==> src/rtl/mandel_solver_scheduler.sv <==
// Frame controller: walks the H_RES x V_RES pixel grid, dispatches pixels to a bank of
// Mandelbrot solvers and funnels finished iteration counts to the frame buffer.
// Optional: define MANDEL_PERF_CNT_EN to add the cycle_count frame-time counter.
module mandel_solver_scheduler #(
    parameter int NUM_SOLVERS = 4,
    parameter int H_RES       = 640,
    parameter int V_RES       = 480,
    parameter int ADDR_W      = 19
) (
    input  logic                      clk,
    input  logic                      reset,
    input  logic                      start,
    input  logic [26:0]               cr_init,
    input  logic [26:0]               ci_init,
    input  logic [26:0]               dx,
    input  logic [26:0]               dy,
    input  logic [12:0]               max_iter,
    output logic                      busy,
    output logic                      frame_done,
    output logic [NUM_SOLVERS-1:0]    slv_reset,
    output logic [27*NUM_SOLVERS-1:0] slv_cr,
    output logic [27*NUM_SOLVERS-1:0] slv_ci,
    output logic [12:0]               slv_max_iter,
    input  logic [NUM_SOLVERS-1:0]    slv_done,
    input  logic [13*NUM_SOLVERS-1:0] slv_iter,
    output logic                      wr_en,
    output logic [ADDR_W-1:0]         wr_addr,
    output logic [12:0]               wr_iter,
    input  logic                      wr_ready
`ifdef MANDEL_PERF_CNT_EN
    ,
    output logic [31:0]               cycle_count
`endif
);

    localparam int XW = (H_RES > 1) ? $clog2(H_RES) : 1;
    localparam int YW = (V_RES > 1) ? $clog2(V_RES) : 1;
    localparam int IW = (NUM_SOLVERS > 1) ? $clog2(NUM_SOLVERS) : 1;

    typedef enum logic [1:0] {
        IDLE,
        RUN,
        DRAIN
    } state_t;

    state_t                  state_q;
    logic [XW-1:0]           x_q;
    logic [YW-1:0]           y_q;
    logic [ADDR_W-1:0]       addr_q;
    logic [26:0]             crCur_q;
    logic [26:0]             ciCur_q;
    logic [26:0]             crInit_q;
    logic [26:0]             dx_q;
    logic [26:0]             dy_q;
    logic [12:0]             maxIter_q;

    logic [NUM_SOLVERS-1:0]  slotBusy_q;
    logic [ADDR_W-1:0]       slotAddr_q [NUM_SOLVERS];
    logic [26:0]             slvCr_q    [NUM_SOLVERS];
    logic [26:0]             slvCi_q    [NUM_SOLVERS];
    logic [IW-1:0]           rrPtr_q;
    logic [IW-1:0]           rrPtr_d;

    logic                    wrValid_q;
    logic [ADDR_W-1:0]       wrAddr_q;
    logic [12:0]             wrIter_q;

    logic                    dispatchEn;
    logic [IW-1:0]           dispIdx;
    logic [NUM_SOLVERS-1:0]  dispVec;
    logic                    canLoad;
    logic                    wbEn;
    logic [IW-1:0]           wbIdx;
    logic                    lastPixel;
    logic                    rowEnd;
    logic                    drainDone;

    function automatic logic [IW-1:0] wrapIdx(input int v);
        return IW'((v >= NUM_SOLVERS) ? (v - NUM_SOLVERS) : v);
    endfunction

    assign rowEnd    = (x_q == XW'(H_RES - 1));
    assign lastPixel = rowEnd && (y_q == YW'(V_RES - 1));
    assign drainDone = (state_q == DRAIN) && (slotBusy_q == '0) && !wrValid_q;

    // Lowest-index free slot wins; descending scan lets the lowest index overwrite.
    always_comb begin
        dispatchEn = 1'b0;
        dispIdx    = '0;
        dispVec    = '0;
        if (state_q == RUN) begin
            for (int i = NUM_SOLVERS - 1; i >= 0; i--) begin
                if (!slotBusy_q[i]) begin
                    dispatchEn = 1'b1;
                    dispIdx    = IW'(i);
                end
            end
        end
        if (dispatchEn) begin
            dispVec[dispIdx] = 1'b1;
        end
    end

    // Round-robin pick among finished solvers, starting at the pointer.
    always_comb begin
        canLoad = !wrValid_q || wr_ready;
        wbEn    = 1'b0;
        wbIdx   = '0;
        for (int k = 0; k < NUM_SOLVERS; k++) begin
            if (!wbEn && canLoad &&
                slotBusy_q[wrapIdx(int'(rrPtr_q) + k)] &&
                slv_done[wrapIdx(int'(rrPtr_q) + k)]) begin
                wbEn  = 1'b1;
                wbIdx = wrapIdx(int'(rrPtr_q) + k);
            end
        end
        rrPtr_d = wrapIdx(int'(wbIdx) + 1);
    end

    always_ff @(posedge clk) begin
        if (reset) begin
            state_q    <= IDLE;
            x_q        <= '0;
            y_q        <= '0;
            addr_q     <= '0;
            crCur_q    <= '0;
            ciCur_q    <= '0;
            crInit_q   <= '0;
            dx_q       <= '0;
            dy_q       <= '0;
            maxIter_q  <= '0;
            slotBusy_q <= '0;
            rrPtr_q    <= '0;
            wrValid_q  <= 1'b0;
            wrAddr_q   <= '0;
            wrIter_q   <= '0;
            for (int i = 0; i < NUM_SOLVERS; i++) begin
                slotAddr_q[i] <= '0;
                slvCr_q[i]    <= '0;
                slvCi_q[i]    <= '0;
            end
        end else begin
            case (state_q)
                IDLE: begin
                    if (start) begin
                        state_q   <= RUN;
                        crInit_q  <= cr_init;
                        dx_q      <= dx;
                        dy_q      <= dy;
                        maxIter_q <= max_iter;
                        crCur_q   <= cr_init;
                        ciCur_q   <= ci_init;
                        x_q       <= '0;
                        y_q       <= '0;
                        addr_q    <= '0;
                    end
                end
                RUN: begin
                    if (dispatchEn) begin
                        addr_q <= addr_q + 1'b1;
                        if (lastPixel) begin
                            state_q <= DRAIN;
                        end else if (rowEnd) begin
                            x_q     <= '0;
                            y_q     <= y_q + 1'b1;
                            crCur_q <= crInit_q;
                            ciCur_q <= ciCur_q - dy_q;
                        end else begin
                            x_q     <= x_q + 1'b1;
                            crCur_q <= crCur_q + dx_q;
                        end
                    end
                end
                DRAIN: begin
                    if (drainDone) begin
                        state_q <= IDLE;
                    end
                end
                default: state_q <= IDLE;
            endcase

            if (dispatchEn) begin
                slotBusy_q[dispIdx] <= 1'b1;
                slotAddr_q[dispIdx] <= addr_q;
                slvCr_q[dispIdx]    <= crCur_q;
                slvCi_q[dispIdx]    <= ciCur_q;
            end

            // Dispatch and writeback never touch the same slot in one cycle.
            if (wbEn) begin
                slotBusy_q[wbIdx] <= 1'b0;
                wrValid_q         <= 1'b1;
                wrAddr_q          <= slotAddr_q[wbIdx];
                wrIter_q          <= slv_iter[int'(wbIdx)*13 +: 13];
                rrPtr_q           <= rrPtr_d;
            end else if (wr_ready) begin
                wrValid_q <= 1'b0;
            end
        end
    end

    assign busy         = (state_q != IDLE);
    assign frame_done   = drainDone;
    assign slv_reset    = {NUM_SOLVERS{reset}} | dispVec;
    assign slv_max_iter = maxIter_q;
    assign wr_en        = wrValid_q;
    assign wr_addr      = wrAddr_q;
    assign wr_iter      = wrIter_q;

    for (genvar g = 0; g < NUM_SOLVERS; g++) begin : g_pack
        assign slv_cr[g*27 +: 27] = slvCr_q[g];
        assign slv_ci[g*27 +: 27] = slvCi_q[g];
    end

`ifdef MANDEL_PERF_CNT_EN
    logic [31:0] cycleCount_q;

    always_ff @(posedge clk) begin
        if (reset) begin
            cycleCount_q <= '0;
        end else if ((state_q == IDLE) && start) begin
            cycleCount_q <= '0;
        end else if (busy) begin
            cycleCount_q <= cycleCount_q + 32'd1;
        end
    end

    assign cycle_count = cycleCount_q;
`endif

endmodule

==> config.mk <==
export PLATFORM = sky130hd
export DESIGN_NAME = mandel_solver_scheduler
export DESIGN_NICKNAME = d
export VERILOG_FILES = /design/src/rtl/mandel_solver_scheduler.sv
export SDC_FILE = /design/constraint.sdc
export NUM_CORES = 1
export LEC_CHECK = 0
export ABC_AREA = 1
export BUFFER_PORTS_ARGS = -buffer_cell sky130_fd_sc_hd__buf_2
export CELL_PAD_IN_SITES_DETAIL_PLACEMENT = 0
export CELL_PAD_IN_SITES_GLOBAL_PLACEMENT = 2
export CORE_MARGIN = 2
export CORE_UTILIZATION = 33
export DETAILED_ROUTE_END_ITERATION = 16
export GPL_ROUTABILITY_DRIVEN = 0
export HOLD_SLACK_MARGIN = 0.05
export PLACE_DENSITY_LB_ADDON = 0.3
export SLEW_MARGIN = 5
export SYNTH_ARGS = -nofsm -noshare
export SYNTH_HDL_FRONTEND = slang
export SYNTH_SLANG_ARGS = --single-unit
==> constraint.sdc <==
create_clock -name clk -period 9.8 [get_ports clk]
set_input_delay 1.47 -clock clk [delete_from_list [all_inputs] [get_ports clk]]
set_output_delay 1.47 -clock clk [all_outputs]
set_load 0.01 [all_outputs]
==> impl_metrics.csv <==
group,metric,value,unit
status,status,"finished, final reports clean",
clock_network,cts_made_buffers,57,
critical_path,crit_fanout,35,
yosys,yosysTopAreaCell,"edfxtp_1",
yosys,synthFlopType,"edfxtp_1",
grt,grt_usage,20.9,%
yosys,yosys.cell_count.top_type,"nor2_1",
floorplan,num_rows,100,
clock_network,clock_tree.root_cell,"clkbuf_16",
layout,regArea,13300,um^2
yosys,synth-edff-count,292,
placed_design,port_buffers,448,
clock_network,postCtsSetupBuffers,0,
yosys,synth_top_family_by_area,"simple AND/OR/NAND/NOR gates",
sta,finalSetupTns,0,ps
yosys,synth_nets,3172,
sta,fin_crit,4890,ps
sta,drv_slew,0,
critical_path,crit_top_cell,"inv_1",
layout,final_nets,3565,
yosys,synth_top_area_share,35.7,%
critical_path,crit_slowest_cell,"buf_4",
floorplan,die_w,277,um
yosys,synth-seq-cells,519,
grt,grt_pass1_vias,20600,
pwr,p_per_area,218,nW/um^2
clock_network,cts_tree,"yes",
yosys,postSynthAreaPerCell,8.38,um^2
drt,vias_per_cell,4.88,
critical_path,critPathArrivalTime,3420,ps
clock_network,cts_htree_levels,2,
critical_path,crit_path_cell_trace,"inv_1, nor2_4, inv_2, buf_4, nor3_1, inv_1, o21ai_4, o21ai_0, buf_2",
grt,grt_max_degree,94,
clock_network,cts_buffer_depth,3,
sta,hold_viol,0,
drt,drc,0,
pwr,leakagePower,12.9,nW
yosys,yosysWarnings,0,
drt,route.vias.total,21200,
job,maxCapViolCount,0,
clock_network,hold_buffers,0,
yosys,synthMuxAreaShare,0,%
floorplan,pin_count,449,
critical_path,crit_required,8330,ps
yosys,synthArstFlopShare,0,%
sta,maxSlewHeadroom,34.2,%
layout,syn_to_final_growth,20.3,%
yosys,synth-simple-area-share,23.7,%
sta,fmax,0.205,GHz
layout,drive_gt1_share,18.3,%
critical_path,crit_type,"reg2out",
yosys,synth_cells,2934,
floorplan,initial_core_util,33.2,%
yosys,synthXorXnorAreaFrac,1.10,%
grt,antenna_found_initial,8,
drt,wl_per_cell,19.0,um
clock_network,clkTransAtPathRegs,60,ps
floorplan,die_area,76700,um^2
critical_path,endpoint_kind,"output pin",
placed_design,dp_hpwl,59.1,mm
sta,setup_viol_count_final,0,
drt,detail-route-antenna-nets,0,
drt,dr.pass1.iters,5,
sta,skew,19.6,ps
yosys,yosysUniqueCellTypes,49,
sta,tightest_slew,987,ps
grt,grt_pass1_wl,125,mm
floorplan,die_h,277,um
clock_network,cts.sinks,519,
layout,fill_cells,7639,
sta,rsz0062_at_grt,"false",
critical_path,start_kind,"flop",
clock_network,cts_resized,0,
floorplan,core_area,74100,um^2
drt,wl,82.6,mm
layout,multiInputGateArea,9480,um^2
yosys,yosys-top-cells-count,"nor2_1 (612), nand2_1 (507), inv_1 (302)",
yosys,ys_seq_area_share,54.1,%
yosys,synth_compound_area_share,10.4,%
critical_path,cp_slowest_stage_delay,550,ps
layout,utilization,39.9,%
sta,fin_crit_sh,49.9,%
clock_network,clk_latency,620,ps
pwr,vdd_ir_drop_max,163,uV
min_path,hp-class,"reg2reg",
yosys,netlist_area,24600,um^2
drt,drt_iter0_markers,1501,
yosys,yosys-top-cells-area,"edfxtp_1 (36%), dfxtp_1 (18%), nor2_1 (9.3%), nand2_1 (7.7%), inv_1 (4.6%)",
grt,grt-ovfl-total,0,
yosys,synth_fa_ha_area_share,2.96,%
-- stage by stage --
| stage | instance area (um^2) | instances | power, mW | hold WS, ps | setup WS, ps |
|---|---|---|---|---|---|
| final | 29600 | 4346 | 6.46 | 471 | 4910 |
| after global routing | 29600 | 4345 | 6.82 | 503 | 4760 |
| after CTS | 29600 | 4343 | 6.53 | 470 | 4870 |
| after detailed placement | 27600 | 4237 | 4.25 | 462 | 5170 |
| after global placement | 27600 | 4237 | 4.23 | 453 | 5200 |
| after floorplan | 24600 | 2934 | 3.78 | 433 | 2910 |
-- cell type report --
cell class,count,share of cell area [%]
Antenna cell,3,0.0254
Clock buffer,85,5.70
Clock inverter,21,0.985
Inverter,315,4.00
Multi-Input combinational cell,1964,32.1
Sequential cell,519,45.0
Tap cell,969,4.10
Timing Repair Buffer,470,8.14
-- cell families after synthesis --
logic type	Yosys count
and+or+nand+nor	1409
DFF	519
AOI/OAI and AO/OA	467
buffers and inverters	451
adders and majority gates	57
xor gates and xnor gates	31
-- sequential cells by signal, summed over array words and instances, names as in the netlist, 10 cells and up --
name / cells
slvCi_q: 108
slvCr_q: 108
slotAddr_q: 76
ciCur_q: 27
crCur_q: 27
crInit_q: 27
dx_q: 27
dy_q: 27
addr_q: 19
wr_addr: 19
slv_max_iter: 13
wr_iter: 13
x_q: 10
-- per-layer routing --
layer	share of wire, %	track usage (%)
met1	45	28.2
met2	47	34.5
met5	0.044	0
met4	2.3	5.11
met3	5.7	4.01
-- placed cells by master (no fill, tap or decap), drive strengths merged, types with 7 or more instances in the layout --
| cell | count |
|---|---|
| nor2 | 618 |
| a21oi | 170 |
| clkinv | 12 |
| inv | 316 |
| a211oi | 14 |
| a22o | 10 |
| dfxtp | 227 |
| ha | 55 |
| nor3 | 37 |
| buf | 470 |
| clkbuf | 85 |
| a31oi | 14 |
| edfxtp | 292 |
| or2 | 7 |
| a22oi | 11 |
| nand4 | 35 |
| nand2 | 514 |
| o21ai | 210 |
| nor4 | 7 |
| nand3 | 183 |
| xnor2 | 13 |
| o21bai | 10 |
| a21o | 7 |
| xor2 | 18 |
-- critical path: cells and delay by family (launching register included) --
family | cells | cell delay (ps)
AOI/OAI and AO/OA | 2 | 810
DFF | 1 | 290
buffers and inverters | 5 | 1490
and+or+nand+nor | 2 | 180
-- final timing paths --
| path | startpoint | endpoint | slack [ps] | cells after the start |
|---|---|---|---|---|
| setup / recovery | state_q[0]$_SDFFE_PP0P_ | slv_reset[0] | 4910 | 9 |
| hold / removal | dy_q[9]$_SDFFE_PP0P_ | dy_q[9]$_SDFFE_PP0P_ | 470 | 2 |
| setup reg to reg | state_q[0]$_SDFFE_PP0P_ | slvCr_q[0][17]$_SDFFCE_PN0P_ | 5820 | 9 |
| hold reg to reg | dy_q[9]$_SDFFE_PP0P_ | dy_q[9]$_SDFFE_PP0P_ | 470 | 2 |
-- report_power, final --
group,total [mW],switching [mW],internal [mW]
sequential,2.59,0.108,2.49
combinational,1.60,1.10,0.492
clock,2.27,0.919,1.35
Power figures use the tool's default switching activity.
